--- src/rtl/fetch_unit.sv ---
// Instruction fetch unit: one outstanding imem request, a single-entry
// instruction buffer toward decode, and redirect (branch/flush) handling
// that drains a response already in flight.
package riscv_defs;
  localparam int NB_WORD = 32;
  localparam int NB_ADDR = 32;
endpackage

module fetch_unit
  import riscv_defs::*;
#(
  parameter logic [NB_ADDR-1:0] RESET_ADDR = 32'h0000_0000
) (
  input  logic               i_clock,
  input  logic               i_reset,
  input  logic               i_branch_taken,
  input  logic [NB_ADDR-1:0] i_branch_addr,
  input  logic               i_flush,
  output logic               o_imem_req,
  output logic [NB_ADDR-1:0] o_imem_addr,
  input  logic               i_imem_ready,
  input  logic               i_imem_valid,
  input  logic [NB_WORD-1:0] i_imem_rdata,
  output logic               o_valid,
  output logic [NB_WORD-1:0] o_instruction,
  output logic [NB_ADDR-1:0] o_pc,
  input  logic               i_decode_ready
);

  typedef enum logic [1:0] {FETCH, WAIT_RSP, DRAIN} state_t;

  state_t             state_q, state_d;
  logic [NB_ADDR-1:0] pc_q, pc_d;
  logic [NB_ADDR-1:0] pc_req_q, pc_req_d;
  logic               valid_q, valid_d;
  logic [NB_WORD-1:0] instr_q, instr_d;
  logic [NB_ADDR-1:0] opc_q, opc_d;

  logic redirect;
  logic accept;
  logic consume;

  assign redirect = i_branch_taken || i_flush;
  assign consume  = valid_q && i_decode_ready;
  // Only request when the buffer will have room by the time data returns.
  assign o_imem_req  = (state_q == FETCH) && !i_reset && (!valid_q || i_decode_ready) && !redirect;
  assign o_imem_addr = pc_q;
  assign accept      = o_imem_req && i_imem_ready;

  assign o_valid       = valid_q;
  assign o_instruction = instr_q;
  assign o_pc          = opc_q;

  // Next-state: redirect wins over fill/consume; an in-flight response after
  // a redirect is dropped (DRAIN) so stale code never reaches decode.
  always_comb begin
    state_d  = state_q;
    pc_d     = pc_q;
    pc_req_d = pc_req_q;
    valid_d  = valid_q;
    instr_d  = instr_q;
    opc_d    = opc_q;
    if (redirect) begin
      valid_d = 1'b0;
      if (i_branch_taken) pc_d = {i_branch_addr[NB_ADDR-1:2], 2'b00};
      case (state_q)
        WAIT_RSP: state_d = i_imem_valid ? FETCH : DRAIN;
        DRAIN:    state_d = i_imem_valid ? FETCH : DRAIN;
        default:  state_d = FETCH;
      endcase
    end else begin
      if (consume) valid_d = 1'b0;
      case (state_q)
        FETCH: begin
          if (accept) begin
            pc_req_d = pc_q;
            pc_d     = pc_q + 32'd4;
            state_d  = WAIT_RSP;
          end
        end
        WAIT_RSP: begin
          if (i_imem_valid) begin
            valid_d = 1'b1;
            instr_d = i_imem_rdata;
            opc_d   = pc_req_q + 32'd4;
            state_d = FETCH;
          end
        end
        DRAIN: begin
          if (i_imem_valid) state_d = FETCH;
        end
        default: state_d = FETCH;
      endcase
    end
  end

  // State registers; reset overrides everything, including redirect.
  always_ff @(posedge i_clock) begin
    if (i_reset) begin
      state_q  <= FETCH;
      pc_q     <= RESET_ADDR;
      pc_req_q <= '0;
      valid_q  <= 1'b0;
      instr_q  <= '0;
      opc_q    <= '0;
    end else begin
      state_q  <= state_d;
      pc_q     <= pc_d;
      pc_req_q <= pc_req_d;
      valid_q  <= valid_d;
      instr_q  <= instr_d;
      opc_q    <= opc_d;
    end
  end

endmodule

--- config.mk ---
export PLATFORM = sky130hd
export DESIGN_NAME = fetch_unit
export DESIGN_NICKNAME = d
export VERILOG_FILES = /design/src/rtl/fetch_unit.sv
export SDC_FILE = /design/constraint.sdc
export NUM_CORES = 1
export LEC_CHECK = 0
export ABC_AREA = 1
export CAP_MARGIN = 5
export CORE_ASPECT_RATIO = 1.25
export CORE_MARGIN = 2
export CORE_UTILIZATION = 55
export DETAILED_ROUTE_END_ITERATION = 8
export DONT_BUFFER_PORTS = 1
export PLACE_DENSITY = 0.75
export SYNTH_ARGS = -nofsm -noshare
export SYNTH_HDL_FRONTEND = slang
export SYNTH_SLANG_ARGS = --single-unit
--- constraint.sdc ---
create_clock -name i_clock -period 4.26 [get_ports i_clock]
set_input_delay 1.278 -clock i_clock [delete_from_list [all_inputs] [get_ports i_clock]]
set_output_delay 1.278 -clock i_clock [all_outputs]
set_load 0.02 [all_outputs]
# Word-level counts from Yosys, hierarchy flattened

Index checks and enable logic that the tools add are counted.

Register bits: 131
Bits in latches: 0
RAM bits: 0
ROM bits: 0
Input port bits: 71
Output and inout port bits: 98
Word-level logic and storage cells: 46
Memories kept: 0

$add $sub $neg: 2
$mul: 0
Divide/modulo/power cells: 0
$lt $le $gt $ge: 0
Equality and inequality tests: 5
Shift-type cells: 0
Muxes and demuxes: 13
Bitwise gates (word level): 1
Reductions and logical operators: 19

Operators by type and width:

| cell                                          | count |
|---|---|
| two-way mux 32 bit                            | 4 |
| adder 32 x 3 -> 32 bit, second input constant | 2 |
| two-way mux 2 bit                             | 5 |
| AND reduction 3 bit                           | 3 |
| logical AND 1 bit                             | 5 |
| case mux 2 bit (2 select lines)               | 1 |
| nonzero test 2 bit                            | 2 |
| OR reduction 2 bit                            | 2 |
| zero test 1 bit                               | 3 |
| two-way mux 1 bit                             | 3 |
| != test 3 x 1 -> 1 bit, second input constant | 1 |
| != test 3 bit, second input constant          | 1 |
| == test 2 x 1 -> 1 bit, second input constant | 1 |
| == test 2 bit, second input constant          | 1 |
| zero test 2 bit                               | 1 |
| logical OR 1 bit                              | 2 |
| != test 2 bit, second input constant          | 1 |
| AND reduction 2 bit                           | 1 |
| inverter 1 bit                                | 1 |

# Logic depth before layout (Yosys ltp)

Gate-level depths: netlist of the first run.

Word-level depth: 8
Gate-level depth with buffers: 11

# Least setup slack after synthesis of the first run

Ideal clock, no wire load.

Path type: input -> output
From: in i_reset
To: out o_imem_req
Arrival time: 1.806 ns
Required time: 2.982 ns
Setup slack: 1.176 ns
Stages on the path: 4
Path through: buf_4 > inv_2 > nand2_4 > nor2_4

Word-level cells in the longest chain between the ends: 4

Ends and longest elaborated chain:

| element                        | RTL line | RTL |
|---|---|---|
| start, declared                | 15       | `input logic i_reset,` |
| zero test 1 bit                | 46       | `assign o_imem_req = (state_q == FETCH) && !i_reset && (!valid_q \|\| i_decode_ready) && !redirect;` |
| logical AND 1 bit (3 in a row) | 46       |  |
| end, declared                  | 19       | `output logic o_imem_req,` |

Every way passes these cells.

# Worst setup path after layout of the first run

From: in i_flush
To: out o_imem_req

Word-level cells in the longest chain between the ends: 3

Ends and longest elaborated chain:

| element           | RTL line | RTL |
|---|---|---|
| start, declared   | 18       | `input logic i_flush,` |
| logical OR 1 bit  | 43       | `assign redirect = i_branch_taken \|\| i_flush;` |
| zero test 1 bit   | 46       |  |
| logical AND 1 bit | 46       |  |

Every way passes these cells.

==> results of run 1 <==
-- worst max path at each step --
| stage | from | end | slack, ns | cells after the start |
|---|---|---|---|---|
| 2_1_floorplan | i_reset | o_imem_req | 1.18 | 4 |
| 3_3_place_gp | i_flush | o_imem_req | 1.31 | 3 |
| 3_5_place_dp | i_flush | o_imem_req | 1.31 | 3 |
| 4_1_cts | i_flush | o_imem_req | 1.31 | 3 |
| 5_1_grt | i_flush | o_imem_req | 1.29 | 3 |
| 6_report | i_flush | o_imem_req | 1.32 | 3 |
-- metrics by stage --
stage          total power (W)  instance area (um^2)
5_1_grt                0.00302                  6950
2_1_floorplan          0.00143                  6380
3_3_place_gp           0.00146                  6350
3_5_place_dp           0.00146                  6350
4_1_cts                0.00292                  6950
6_report               0.00291                  6950
-- worst max-delay path: stages --
cell and delay [ns]:
nor2_8 0.11, nand2_4 0.07, nor2_4 0.20
-- metal layers --
layer	wire [um]	up-vias	share of wire (%)	global-route usage, %
li1	-	3110	-	-
met1	7130	2672	43	33.8
met2	7770	216	47	41.0
met3	1090	38	6.6	6.57
met4	525	0	3.2	11.4
met5	0	-	0	0
-- registers in the layout, indices dropped and copies added, names as in the netlist --
| name | cells |
|---|---|
| o_valid | 1 |
| o_pc | 30 |
| o_imem_addr | 30 |
| state_q | 2 |
| o_instruction | 32 |
| pc_req_q | 30 |
-- power by group --
group	switching (W)	leakage [nW]	internal, W	total, W
logic	0.0000994	1.46	0.0000529	0.000152
registers	0.0000843	1.02	0.00120	0.00129
clock network	0.000547	0.283	0.000920	0.00147
-- layout make-up --
cell class                 instances  area share [%]
clock inverter                    13            2.40
sequential                       125            36.0
inverter                          87            4.74
tap                              135            2.43
multi-input combinational        723            47.4
clock buffer                      18            6.18
timing repair buffer               6           0.829
-- cell usage in the layout (no fill, tap or decap), drive strengths merged --
cell type	count
and2	1
or2	2
clkinv	5
nand2	209
o221ai	1
o211ai	4
dfxtp	125
nand3b	7
a21oi	59
a31oi	6
conb	4
clkinvlp	3
ha	4
a211oi	1
nor3	11
nand3	58
xnor2	1
bufinv	3
nand4	9
inv	89
o21ai	106
clkbuf	18
buf	6
o2111ai	4
nor2	227
xor2	9
-- Yosys cell counts, types with 7 or more instances --
library cell  count
nand4_1           9
buf_2            14
o21ai_0         103
clkbuf_1         19
nor2_1          221
buf_4             7
nand2_1         206
inv_1            84
xor2_1            9
nand3b_1          7
nand3_1          58
dfxtp_1         125
nor3_1           10
a21oi_1          59
-- cell families after synthesis --
group | synth area share, %
adder cells (fa/ha/maj) | 0.786
AO/OA/AOI/OAI | 15.2
XOR/XNOR | 1.38
buffers and inverters | 9.24
other | 0.0589
flip-flops | 39.3
AND/OR/NAND/NOR | 34.1
==> impl_metrics.csv, run 1 <==
group,metric,value,unit
final_layout,seq_area,2500,um^2
route,drc_errors,0,
clock_tree,postCtsSetupRepairBufs,0,
power_and_ir_drop,powerDensity,418,nW/um^2
timing,report.final.slew_viol_count,0,
power_and_ir_drop,peakVddDrop,0.238,mV
worst_setup_path,rrSetupSlack,2.14,ns
timing,rsz0062_at_grt,"no",
clock_tree,clk_latency,0.41,ns
synthesis,yosys.area.top_type,"dfxtp_1",
synthesis,synthesis.area,6370,um^2
global_route,grt_pass1_vias,5446,
floorplanning,die_area,12500,um^2
timing,period_needed,2.94,ns
worst_setup_path,critPathLaunchType,"input port",
floorplanning,die_h,124,um
hold_path,hold_end,"state_q[1]",
floorplanning,io_pins,169,
final_layout,fin_util,62.1,%
worst_setup_path,required,2.98,ns
synthesis,synth_cells,980,
global_route,antenna_found_initial,0,
synthesis,synth_area_leaders,"dfxtp_1 39%, nor2_1 13%, nand2_1 12%, o21ai_0 8.1%, inv_1 5.0%",
timing,slew-limit-headroom,48.0,%
final_layout,area_growth,9.10,%
timing,tns,0,ns
clock_tree,cts_resized,0,
synthesis,synthArstFlopShare,0,%
clock_tree,clockRootBuffer,"clkbuf_16",
placement,dp_slack,1.31,ns
synthesis,yosys.area.top_type_share,39.3,%
worst_setup_path,setup.worst_path.class,"in2out",
worst_setup_path,r2r_cells,8,
timing,final.setup.worst_slack,1.32,ns
floorplanning,row_count,43,
clock_tree,htreeDepth,4,
route,drt.antenna.violating_nets,0,
timing,clock_skew,0.00877,ns
clock_tree,cts_tree,"yes",
timing,setup_viol,0,
route,routed_wl,16.5,mm
synthesis,ys_ff_latch,125,
timing,min_period_over_period,69.1,%
final_layout,multi_input_area,3290,um^2
placement,finalWeightedCongestion,0.949,
final_layout,n_antenna_cell,0,
final_layout,stdcell_count,1107,
global_route,grt_first_pass_wirelength,26.5,mm
timing,fmax,340,MHz
hold_path,hp-start,"state_q[1]",
hold_path,hold_depth,2,
final_layout,final.fill_count,1088,
placement,port_buffers,0,
global_route,grt_max_degree,91,
synthesis,synth-seq-area-share,39.3,%
hold_path,worstHoldPathType,"reg2reg",
clock_tree,cts.clk_slew.worst_paths,0.05,ns
final_layout,drive_gt1_share,5.56,%
worst_setup_path,cp_max_fo,3,
clock_tree,numClockSinks,125,
worst_setup_path,worst_ep_arrival_time,1.67,ns
global_route,grt-ovfl-total,0,
worst_setup_path,r2r-end,"o_imem_addr[16]",
placement,dp_hpwl,11.6,mm
synthesis,yosysWarningCount,0,
run,max-cap-violations,0,
clock_tree,cts_buffer_depth,2,
floorplanning,core,11200,um^2
synthesis,yosys.cell_types.count,38,
route,first_pass_iters,5,
clock_tree,numCtsBuffers,17,
worst_setup_path,crit_path_end_kind,"output port",
final_layout,fin_nets,1035,
synthesis,synth_area_per_cell,6.50,um^2
synthesis,ys.flop_type,"dfxtp_1",
route,vias,6036,
floorplanning,die_x,100,um
route,detail_route.wl_per_cell,14.9,um
global_route,grt_usage,26.2,%
timing,whs,0.479,ns
route,viasPerCell,5.45,
timing,finalHoldViolations,0,
timing,worstMarginPinSlew,0.780,ns
outcome,status,"complete, no violations",
worst_setup_path,reg2reg_from,"o_imem_addr[3]",
synthesis,synth_edf_count,0,
clock_tree,holdBufCountCts,0,
placement,dp.cells,1076,
floorplanning,start_util,56.9,%
power_and_ir_drop,cellLeakagePower,2.76,nW
route,first_iter_violations,277,
Power figures use the tool's default switching activity.
==> run 2, diff against run 1 <==
- clock period: 4.26 -> 2.9 ns (I/O delays scaled with it)
==> run 2 against run 1 <==
- non-clock buffer count down 1
- combinational power up 47%
- global-route usage down 0.58 points
- sequential share of layout area up 0.14 points
- total power up 44%
- register-to-register slack worse by 1.4 ns
- worst setup slack worse by 0.57 ns
- flip-flop and latch count unchanged
- die area unchanged
- clock power up 41%
- routed wire length down 1.4%
- clock-buffer cell count up 3
- critical endpoint unchanged
- highest routed layer unchanged
==> impl_metrics.csv, run 2 (synthesis results as in run 1) <==
group,metric,value,unit
outcome,status,"complete, no violations",
timing,slew-limit-headroom,22.4,%
timing,period_needed,2.15,ns
route,drc_errors,0,
worst_setup_path,cp_max_fo,3,
route,drt.antenna.violating_nets,0,
timing,final.setup.worst_slack,0.748,ns
global_route,grt_max_degree,91,
placement,finalWeightedCongestion,0.968,
worst_setup_path,reg2reg_from,"o_imem_addr[3]",
final_layout,n_antenna_cell,0,
global_route,grt_first_pass_wirelength,25.9,mm
floorplanning,io_pins,169,
final_layout,area_growth,8.67,%
clock_tree,cts.clk_slew.worst_paths,0.05,ns
route,detail_route.wl_per_cell,14.7,um
floorplanning,die_area,12500,um^2
final_layout,largest_reg_flops,32,
route,first_pass_iters,5,
worst_setup_path,required,2.03,ns
power_and_ir_drop,powerDensity,605,nW/um^2
final_layout,mostFrequentLayoutCell,"nor2_1",
timing,min_period_over_period,74.2,%
timing,report.final.slew_viol_count,0,
final_layout,fin_nets,1034,
clock_tree,cts_tree,"yes",
worst_setup_path,rrSetupSlack,0.76,ns
placement,dpl-instance-area,6330,um^2
worst_setup_path,r2r_cells,8,
final_layout,drive_gt1_share,5.66,%
global_route,grt-ovfl-total,0,
floorplanning,die_h,124,um
clock_tree,htreeDepth,4,
clock_tree,postCtsSetupRepairBufs,0,
floorplanning,die_x,100,um
floorplanning,row_count,43,
route,routed_wl,16.3,mm
run,max-cap-violations,0,
global_route,antenna_found_initial,0,
final_layout,stdcell_area,6920,um^2
timing,tns,0,ns
final_layout,mostFrequentLayoutCells,"221 x nor2_1, 206 x nand2_1, 125 x dfxtp_1",
clock_tree,cts_buffer_depth,2,
worst_setup_path,critPathLaunchType,"flop",
route,first_iter_violations,339,
clock_tree,clk_latency,0.41,ns
route,vias,6012,
final_layout,final.fill_count,1081,
hold_path,hp-start,"state_q[1]",
placement,dp_hpwl,11.5,mm
power_and_ir_drop,peakVddDrop,0.404,mV
global_route,grt_pass1_vias,5396,
hold_path,hold_depth,2,
clock_tree,numClockSinks,125,
timing,clock_skew,0.00797,ns
power_and_ir_drop,cellLeakagePower,2.75,nW
global_route,grt_usage,25.6,%
hold_path,worstHoldPathType,"reg2reg",
placement,dp_slack,0.578,ns
placement,port_buffers,0,
floorplanning,core,11200,um^2
worst_setup_path,startpoint,"state_q[1]",
worst_setup_path,worst_ep_arrival_time,1.28,ns
clock_tree,clockRootBuffer,"clkbuf_16",
timing,setup_viol,0,
worst_setup_path,crit_path_end_kind,"output port",
worst_setup_path,setup.worst_path.class,"reg2out",
timing,finalHoldViolations,0,
clock_tree,cts_resized,0,
timing,rsz0062_at_grt,"no",
worst_setup_path,r2r-end,"o_imem_addr[16]",
clock_tree,numCtsBuffers,17,
floorplanning,start_util,56.9,%
worst_setup_path,worstSetupEndpoint,"o_imem_req",
timing,worstMarginPinSlew,1.16,ns
clock_tree,holdBufCountCts,0,
timing,fmax,465,MHz
route,viasPerCell,5.43,
## run 2: changes by cell type in the layout (fill, tap and decap cells not counted)
cell / before / now
clkbuf_8: 0 / 4
bufinv_16: 3 / 1
buf_12: 1 / 0
clkbuf_1: 1 / 0
clkinv_4: 3 / 4
clkinvlp_4: 3 / 2
## run 2: power by group
part           switching, W  internal [W]  total (W)
Combinational      0.000145     0.0000781   0.000223
Sequential         0.000124       0.00177    0.00189
Clock              0.000793       0.00128    0.00207
## run 2: cell type report
class / count / area (um^2) / share of cell area (%)
inverters: 87 / 329 / 4.76
clock inverters: 11 / 108 / 1.56
multi-input cells: 723 / 3290 / 47.6
clock buffers: 21 / 480 / 6.94
repair buffers: 5 / 37.5 / 0.542
well taps: 135 / 169 / 2.44
flip-flops and latches: 125 / 2500 / 36.2
## run 2: worst min-delay path by stage
| stage | endpoint |
|---|---|
| after CTS | state_q[1] |
| after detailed placement | state_q[1] |
| after floorplan | pc_req_q[31] |
| after global routing | state_q[1] |
| after global placement | state_q[1] |
| final | state_q[1] |
## run 2: worst max-delay path, stage by stage, from the launching register on
cell and delay [ns]:
dfxtp_1 0.31, inv_1 0.08, ha_1 0.19, nand2_1 0.10, nor2_4 0.19
## run 2: metrics by stage
step	hold slack [ns]	cells	power [W]	utilization [%]
floorplan	0.445	983	0.00210	-
CTS	0.475	1107	0.00421	61.8
global route	0.500	1107	0.00435	61.8
global placement	0.457	1075	0.00214	56.6
detailed placement	0.466	1075	0.00215	56.6
finish	0.479	1107	0.00419	61.8
## run 2: layer usage
metal	vias to the layer above	track usage [%]	routed length (um)	part of all wire, %
li1	3111	-	-	-
met1	2653	33.0	6940	43
met2	213	40.9	7730	47
met3	35	5.84	1140	7.0
met4	0	10.6	465	2.9
met5	-	0	0	0
